`config.mk`:
```
export PLATFORM = sky130hd
export DESIGN_NAME = lane_traffic_ctrl
export DESIGN_NICKNAME = d
export VERILOG_FILES = /design/src/rtl/frogger_pkg.sv /design/src/rtl/lane_mover.sv /design/src/rtl/lane_traffic_ctrl.sv
export SDC_FILE = /design/constraint.sdc
export NUM_CORES = 1
export LEC_CHECK = 0
export ABC_AREA = 0
export BUFFER_PORTS_ARGS = -buffer_cell sky130_fd_sc_hd__buf_4
export CORE_ASPECT_RATIO = 0.7
export CORE_MARGIN = 2
export CORE_UTILIZATION = 65
export DETAILED_ROUTE_END_ITERATION = 10
export GPL_TIMING_DRIVEN = 0
export PLACE_DENSITY = 0.83
export SYNTH_ARGS = -nofsm -noshare
export SYNTH_HDL_FRONTEND = slang
export SYNTH_SLANG_ARGS = --single-unit
```
`constraint.sdc`:
```
create_clock -name i_Clk -period 4.6 [get_ports i_Clk]
set_input_delay 0.23 -clock i_Clk [delete_from_list [all_inputs] [get_ports i_Clk]]
set_output_delay 0.23 -clock i_Clk [all_outputs]
set_load 0.01 [all_outputs]
```
`src/rtl/frogger_pkg.sv`:
```
// Shared definitions for the lane traffic controller and its lane movers:
// FSM encoding, lane type and direction constants, default geometry and
// the level-scaled period helper.
package frogger_pkg;

  typedef enum logic [1:0] {
    ST_IDLE   = 2'd0,
    ST_RUN    = 2'd1,
    ST_FROZEN = 2'd2
  } state_t;

  localparam logic LANE_CAR  = 1'b0;
  localparam logic LANE_LOG  = 1'b1;

  localparam logic DIR_RIGHT = 1'b0;
  localparam logic DIR_LEFT  = 1'b1;

  localparam int DEF_COORD_W = 6;
  localparam int DEF_MAX_X   = 14;

  // Higher levels halve the step period per level step.
  function automatic logic [31:0] lane_period(input logic [31:0] base,
                                              input logic [1:0]  level);
    return base >> level;
  endfunction

endpackage

```
`src/rtl/lane_mover.sv`:
```
// One obstacle lane: step counter, position register and wrap logic.
// Emits a combinational step pulse in the cycle whose clock edge moves
// the obstacle, so the parent can line carry pulses up with the move.
module lane_mover
  import frogger_pkg::*;
#(
  parameter int          COORD_W = DEF_COORD_W,
  parameter int          MAX_X   = DEF_MAX_X,
  parameter logic [31:0] PERIOD  = 32'd4000000,
  parameter logic        DIR     = DIR_RIGHT,
  parameter int          INIT_X  = 0
) (
  input  logic               clk,
  input  logic               rst_l,
  input  logic               run,
  input  logic [1:0]         level,
  output logic [COORD_W-1:0] pos,
  output logic               step
);

  localparam logic [COORD_W-1:0] LAST_X  = COORD_W'(MAX_X - 1);
  localparam logic [COORD_W-1:0] START_X = COORD_W'(INIT_X);
  localparam logic [COORD_W-1:0] ONE_X   = COORD_W'(1);

  logic [31:0]        cnt;
  logic [31:0]        period;
  logic [31:0]        limit;
  logic [COORD_W-1:0] next_pos;

  // Step decision against the current level's period, and wrapped next position.
  always_comb begin
    period   = lane_period(PERIOD, level);
    limit    = (period == 32'd0) ? 32'd0 : period - 32'd1;
    step     = run && (cnt >= limit);
    next_pos = pos;
    if (DIR == DIR_LEFT) begin
      next_pos = (pos == '0) ? LAST_X : pos - ONE_X;
    end else begin
      next_pos = (pos >= LAST_X) ? '0 : pos + ONE_X;
    end
  end

  // Counter and position: clear-and-move on step, count while running, else hold.
  always_ff @(posedge clk) begin
    if (!rst_l) begin
      cnt <= '0;
      pos <= START_X;
    end else if (step) begin
      cnt <= '0;
      pos <= next_pos;
    end else if (run) begin
      cnt <= cnt + 32'd1;
    end
  end

endmodule

```
`src/rtl/lane_traffic_ctrl.sv`:
```
// Multi-lane obstacle controller: moves N_LANES cars/logs, resolves frog
// collision / drowning / log carry, and answers per-tile scan lookups.
// Optional build macro LONG_OBJECT_EN: each obstacle covers its head tile
// plus the tile behind it (relative to motion, wrapping).
module lane_traffic_ctrl
  import frogger_pkg::*;
#(
  parameter int                 N_LANES       = 5,
  parameter int                 COORD_W       = DEF_COORD_W,
  parameter int                 MAX_X         = DEF_MAX_X,
  parameter int                 FIRST_ROW     = 7,
  parameter logic [31:0]        BASE_PERIOD   = 32'd4000000,
  parameter logic [31:0]        LANE_DELTA    = 32'd300000,
  parameter logic [N_LANES-1:0] DIR_MASK      = 5'b01010,
  parameter logic [N_LANES-1:0] LOG_MASK      = 5'b00000,
  parameter logic [31:0]        FREEZE_CYCLES = 32'd25000000
) (
  input  logic                       i_Clk,
  input  logic                       i_Rst_L,
  input  logic                       i_Enable,
  input  logic [1:0]                 i_Level,
  input  logic [COORD_W-1:0]         i_Frog_X,
  input  logic [COORD_W-1:0]         i_Frog_Y,
  input  logic [COORD_W-1:0]         i_Scan_X,
  input  logic [COORD_W-1:0]         i_Scan_Y,
  output logic [N_LANES*COORD_W-1:0] o_Obj_X,
  output logic                       o_Scan_Hit,
  output logic                       o_Scan_Is_Log,
  output logic                       o_Collided,
  output logic                       o_On_Log,
  output logic                       o_Carry_L,
  output logic                       o_Carry_R,
  output logic [1:0]                 o_State
);

  localparam logic [31:0] FREEZE_LAST =
    (FREEZE_CYCLES == 32'd0) ? 32'd0 : FREEZE_CYCLES - 32'd1;

  state_t             state;
  state_t             state_nx;
  logic [31:0]        frz_cnt;
  logic               run;
  logic               hit_entry;

  logic [COORD_W-1:0] lane_x [N_LANES];
  logic [N_LANES-1:0] lane_step;
  logic [N_LANES-1:0] frog_row;
  logic [N_LANES-1:0] frog_cover;
  logic [N_LANES-1:0] scan_row;
  logic [N_LANES-1:0] scan_cover;

  logic               collide_c;
  logic               on_log_c;
  logic               carry_l_c;
  logic               carry_r_c;
  logic               scan_hit_c;
  logic               scan_log_c;

  // Lanes only advance while running and the game is enabled in this very cycle.
  assign run     = (state == ST_RUN) && i_Enable;
  assign o_State = state;

  for (genvar k = 0; k < N_LANES; k++) begin : g_lane
    localparam logic [31:0] PERIOD_K = BASE_PERIOD + LANE_DELTA * 32'(k);
    localparam int          INIT_K   = (k * 3) % MAX_X;

    lane_mover #(
      .COORD_W (COORD_W),
      .MAX_X   (MAX_X),
      .PERIOD  (PERIOD_K),
      .DIR     (DIR_MASK[k]),
      .INIT_X  (INIT_K)
    ) u_mover (
      .clk   (i_Clk),
      .rst_l (i_Rst_L),
      .run   (run),
      .level (i_Level),
      .pos   (lane_x[k]),
      .step  (lane_step[k])
    );

    assign o_Obj_X[k*COORD_W +: COORD_W] = lane_x[k];

    if (FIRST_ROW - k >= 0) begin : g_row
      localparam logic [COORD_W-1:0] ROW_K = COORD_W'(FIRST_ROW - k);
      assign frog_row[k] = (i_Frog_Y == ROW_K);
      assign scan_row[k] = (i_Scan_Y == ROW_K);
    end else begin : g_norow
      assign frog_row[k] = 1'b0;
      assign scan_row[k] = 1'b0;
    end

`ifdef LONG_OBJECT_EN
    localparam logic [COORD_W-1:0] LAST_X = COORD_W'(MAX_X - 1);
    localparam logic [COORD_W-1:0] ONE_X  = COORD_W'(1);
    logic [COORD_W-1:0] tail;
    // Tail trails the head: right-movers trail on the left, left-movers on the right.
    assign tail = (DIR_MASK[k] == DIR_LEFT)
                ? ((lane_x[k] >= LAST_X) ? '0 : lane_x[k] + ONE_X)
                : ((lane_x[k] == '0) ? LAST_X : lane_x[k] - ONE_X);
    assign frog_cover[k] = (i_Frog_X == lane_x[k]) || (i_Frog_X == tail);
    assign scan_cover[k] = (i_Scan_X == lane_x[k]) || (i_Scan_X == tail);
`else
    assign frog_cover[k] = (i_Frog_X == lane_x[k]);
    assign scan_cover[k] = (i_Scan_X == lane_x[k]);
`endif
  end

  // Frog versus obstacles: car hit, drown off a log, ride and carry on a log.
  always_comb begin
    collide_c = 1'b0;
    on_log_c  = 1'b0;
    carry_l_c = 1'b0;
    carry_r_c = 1'b0;
    for (int k = 0; k < N_LANES; k++) begin
      if (frog_row[k]) begin
        if (LOG_MASK[k] == LANE_LOG) begin
          if (frog_cover[k]) begin
            on_log_c = 1'b1;
            if (lane_step[k]) begin
              if (DIR_MASK[k] == DIR_LEFT) carry_l_c = 1'b1;
              else                         carry_r_c = 1'b1;
            end
          end else begin
            collide_c = 1'b1;
          end
        end else if (frog_cover[k]) begin
          collide_c = 1'b1;
        end
      end
    end
    if (collide_c) begin
      carry_l_c = 1'b0;
      carry_r_c = 1'b0;
    end
  end

  // Scan lookup; walking from the top lane down lets the lowest index win.
  always_comb begin
    scan_hit_c = 1'b0;
    scan_log_c = 1'b0;
    for (int k = N_LANES - 1; k >= 0; k--) begin
      if (scan_row[k] && scan_cover[k]) begin
        scan_hit_c = 1'b1;
        scan_log_c = LOG_MASK[k];
      end
    end
  end

  // Next-state logic; disable forces IDLE from anywhere.
  always_comb begin
    state_nx  = state;
    hit_entry = 1'b0;
    if (!i_Enable) begin
      state_nx = ST_IDLE;
    end else begin
      case (state)
        ST_IDLE:   state_nx = ST_RUN;
        ST_RUN: begin
          if (collide_c) begin
            state_nx  = ST_FROZEN;
            hit_entry = 1'b1;
          end
        end
        ST_FROZEN: if (frz_cnt >= FREEZE_LAST) state_nx = ST_RUN;
        default:   state_nx = ST_IDLE;
      endcase
    end
  end

  // State register plus freeze timer that only runs while staying FROZEN.
  always_ff @(posedge i_Clk) begin
    if (!i_Rst_L) begin
      state   <= ST_IDLE;
      frz_cnt <= '0;
    end else begin
      state   <= state_nx;
      if ((state == ST_FROZEN) && (state_nx == ST_FROZEN)) frz_cnt <= frz_cnt + 32'd1;
      else                                                  frz_cnt <= '0;
    end
  end

  // Registered result outputs, one cycle behind their inputs.
  always_ff @(posedge i_Clk) begin
    if (!i_Rst_L) begin
      o_Collided    <= 1'b0;
      o_On_Log      <= 1'b0;
      o_Carry_L     <= 1'b0;
      o_Carry_R     <= 1'b0;
      o_Scan_Hit    <= 1'b0;
      o_Scan_Is_Log <= 1'b0;
    end else begin
      o_Collided    <= hit_entry;
      o_On_Log      <= on_log_c;
      o_Carry_L     <= carry_l_c;
      o_Carry_R     <= carry_r_c;
      o_Scan_Hit    <= scan_hit_c;
      o_Scan_Is_Log <= scan_log_c;
    end
  end

endmodule

```
==> summary.txt <==
Run status
  • Status: finished, final reports clean

Global route
  • First-pass GRT wire length: about 56000 um
  • GRT overflow: 0
  • Initial antenna violation count: 0
  • Vias in the first global route: 11500
  • Gr usage total: 29.5%
  • Pin count of the biggest net entering global routing: 16

Clock network
  • Cts bufs inserted: 23
  • H-Tree Depth: 1
  • # clock sinks: ~230
  • CTS tree: yes
  • Clock Pin Slew Worst Setup and Hold Paths: 0.07 ns
  • Worst skew pair latency: between 0.5 and 0.6 ns
  • Bufs on Longest Clock Path: 3
  • Root buf cell: clkbuf_16

Yosys
  • Synth Cell Area: 14200 um^2
  • Leading area contributor after synthesis: dfxtp_1
  • Post-synth EDFFs: 0
  • Seq/Total Area, Yosys: 31.9%
  • Number of distinct library cells after synthesis: 69
  • Ys async rst share: 0%
  • Yosys reg bits: 226
  • Synth top area cells: dfxtp_1 32%, ha_1 16%, xor2_1 8.0%
  • Mapped Avg Cell Area: 8.49 um^2
  • Synth warnings: 0
  • Synth top area share: between 30% and 40%
  • Top FF cell, synth: dfxtp_1
  • Cells after Synth: 1669

Critical path
  • Crit-path max FO: 10
  • Required @ worst endpoint: about 5 ns
  • Critical path launch point type: input port
  • Worst path arrival time: 4.58 ns
  • Worst Setup End Kind: flip-flop
  • Crit path kind: in2reg

Placement
  • Cell Area, Placed: 15100 um^2
  • Placed cells: 2057
  • PortBufs: 49
  • Placer congestion estimate: 0.877
  • Dpl hpwl: 25600 um

Route
  • Post-Route WL: 34600 um
  • Via density per instance: 5.89
  • First-pass detailed-route iteration total: 5
  • DR vias: 12400
  • DR iter-0 viols: around 1000
  • Post-route ant nets: 0
  • Wirelength per Cell: about 16 um
  • # DRC: 0

Cells and area
  • Post-Layout Inst Area: 15900 um^2
  • Ant. Diodes: 0
  • Fillcell total: ~1600
  • Share of cells above drive strength 1: 6.93%
  • Nets: ~2000
  • Area Overhead vs Synth: 12.5%
  • Final cell count without fillers: 2099

STA
  • Worst Max-Slew Pin Slew: 0.917 ns
  • Layout Skew: 0.0192 ns
  • Final setup viols: 0
  • RSZ-0062 raised after global routing: false
  • Max-slew violations: 0
  • Fin. Hold Viols: 0
  • Setup TNS Final: 0 ns
  • Crit share post-route: 91.0%
  • Slew headroom: about two fifths
  • Worst Hold Slack: about 0.085 ns
  • Minimum clock period: 4.19 ns
  • Max Clock Freq: 239 MHz

Power and ir drop
  • Leak: 6.75 nW
  • Power after layout: roughly 4.3 mW
  • VDD IR max: 0.296 mV
  • Power Dens Cells: 270 nW/um^2

Floorplanning
  • FP Rows: 45
  • Die Ht: 128 um
  • Die area: 23000 um^2
  • Effective utilization at floorplan: about two thirds
  • Die X: 180 um
  • Core footprint: about 22000 um^2
  • Ports: 67

Job
  • Max cap viols: 0

Worst hold path
  • Worst min-delay path class: in2reg
## cell usage in the layout (no fill, tap or decap), types with 31 or more instances in the layout
cell type  count
nor2_1       242
dfxtp_1      226
ha_1         178
nand2_1      142
xor2_1       129
xnor2_1      108
nand3_1       90
a21oi_1       71
nand4_1       59
conb_1        59
buf_4         54
inv_1         53
clkbuf_1      45
and3_1        39
and4_1        33
o21ai_0       31
## worst max-delay path, cell delays in order
cell	delay (ns)
buf_4	0.18
clkbuf_1	0.31
inv_1	0.29
ha_1	0.55
inv_1	0.32
nor4_1	0.48
ha_1	0.22
nand2_1	0.05
o21ai_0	0.22
a211oi_1	0.09
o311ai_0	0.51
a21o_1	0.18
clkbuf_1	0.41
buf_1	0.42
nor2_1	0.10
## synth_stat cells (7+ instances only)
| cell | number |
|---|---|
| dfxtp_1 | 226 |
| nor2_1 | 242 |
| nor3_1 | 21 |
| ha_1 | 178 |
| nand2b_1 | 10 |
| nand3_1 | 90 |
| a21oi_1 | 71 |
| xnor2_1 | 108 |
| xor2_1 | 129 |
| a21o_1 | 15 |
| a211oi_1 | 8 |
| inv_1 | 53 |
| buf_2 | 8 |
| and2_1 | 12 |
| and4_1 | 33 |
| buf_6 | 7 |
| or3_1 | 11 |
| o21ai_0 | 31 |
| nor2b_1 | 8 |
| and3_1 | 39 |
| clkbuf_1 | 44 |
| a221oi_1 | 8 |
| nand4_1 | 59 |
| nand2_1 | 142 |
| nor4_1 | 19 |
## power breakdown
| group | internal, mW | switching, mW |
|---|---|---|
| Clock | 1.22 | 0.821 |
| Combinational | 0.103 | 0.192 |
| Sequential | 1.96 | 0.00642 |
## final cells by class
class                           count  area, um^2  area share [%]
Multi-Input combinational cell   1379        9340            58.5
Sequential cell                   226        4520            28.4
Clock buffer                       29         648            4.06
Timing Repair Buffer               51         388            2.43
Tap cell                          282         353            2.21
Buffer                             68         337            2.11
Inverter                           53         199            1.25
Clock inverter                     11         161            1.01
## registers in the layout (all words and copies together), names as in the netlist
| name | count |
|---|---|
| g_lane.u_mover.pos | 30 |
| g_lane.u_mover.cnt | 160 |
| o_Collided | 1 |
| frz_cnt | 32 |
| o_State | 2 |
| o_Scan_Hit | 1 |
## through the flow
step	setup WS [ns]	util (%)
6_report	0.415	73.9
5_1_grt	0.245	73.9
4_1_cts	0.552	73.9
3_5_place_dp	0.0511	70.1
3_3_place_gp	0.0823	70.1
2_1_floorplan	1.47	-
## timing repair
item | 4_1_cts | 5_1_grt
hold buffers | 2 | 0
setup buffers | 0 | 0
hold endpoints to repair | 1 | 0
gates resized for setup | 0 | 0
## cell families (layout without fill, tap and decap cells)
logic type / count (synthesis) / after routing / share of synthesized area (%)
AO/OA/AOI/OAI: 180 / 180 / 8.11
XOR/XNOR: 237 / 237 / 14.6
adder cells (fa/ha/maj): 178 / 178 / 15.7
buffers and inverters: 121 / 212 / 3.78
flip-flops: 226 / 226 / 31.9
multiplexers: 6 / 6 / 0.424
other: 2 / 59 / 0.0530
AND/OR/NAND/NOR: 719 / 719 / 25.4
## worst paths after layout
kind | endpoint | depth (start not counted) | startpoint | slack, ns
setup / recovery | g_lane[0].u_mover.cnt[30] | 15 | i_Level[1] | 0.41
hold / removal | o_State[0] | 3 | i_Enable | 0.09
setup reg to reg | g_lane[2].u_mover.cnt[9] | 11 | g_lane[2].u_mover.cnt[0] | 1.62
hold reg to reg | frz_cnt[0] | 1 | frz_cnt[0] | 0.44
## layer usage
layer / up-vias / share of wire [%] / track usage (%)
met5: - / 0 / 0
met4: 0 / 2.9 / 9.16
met3: 82 / 7.2 / 5.50
met2: 438 / 44 / 47.3
met1: 5820 / 46 / 40.4
li1: 6029 / - / -
Power figures use the tool's default switching activity.
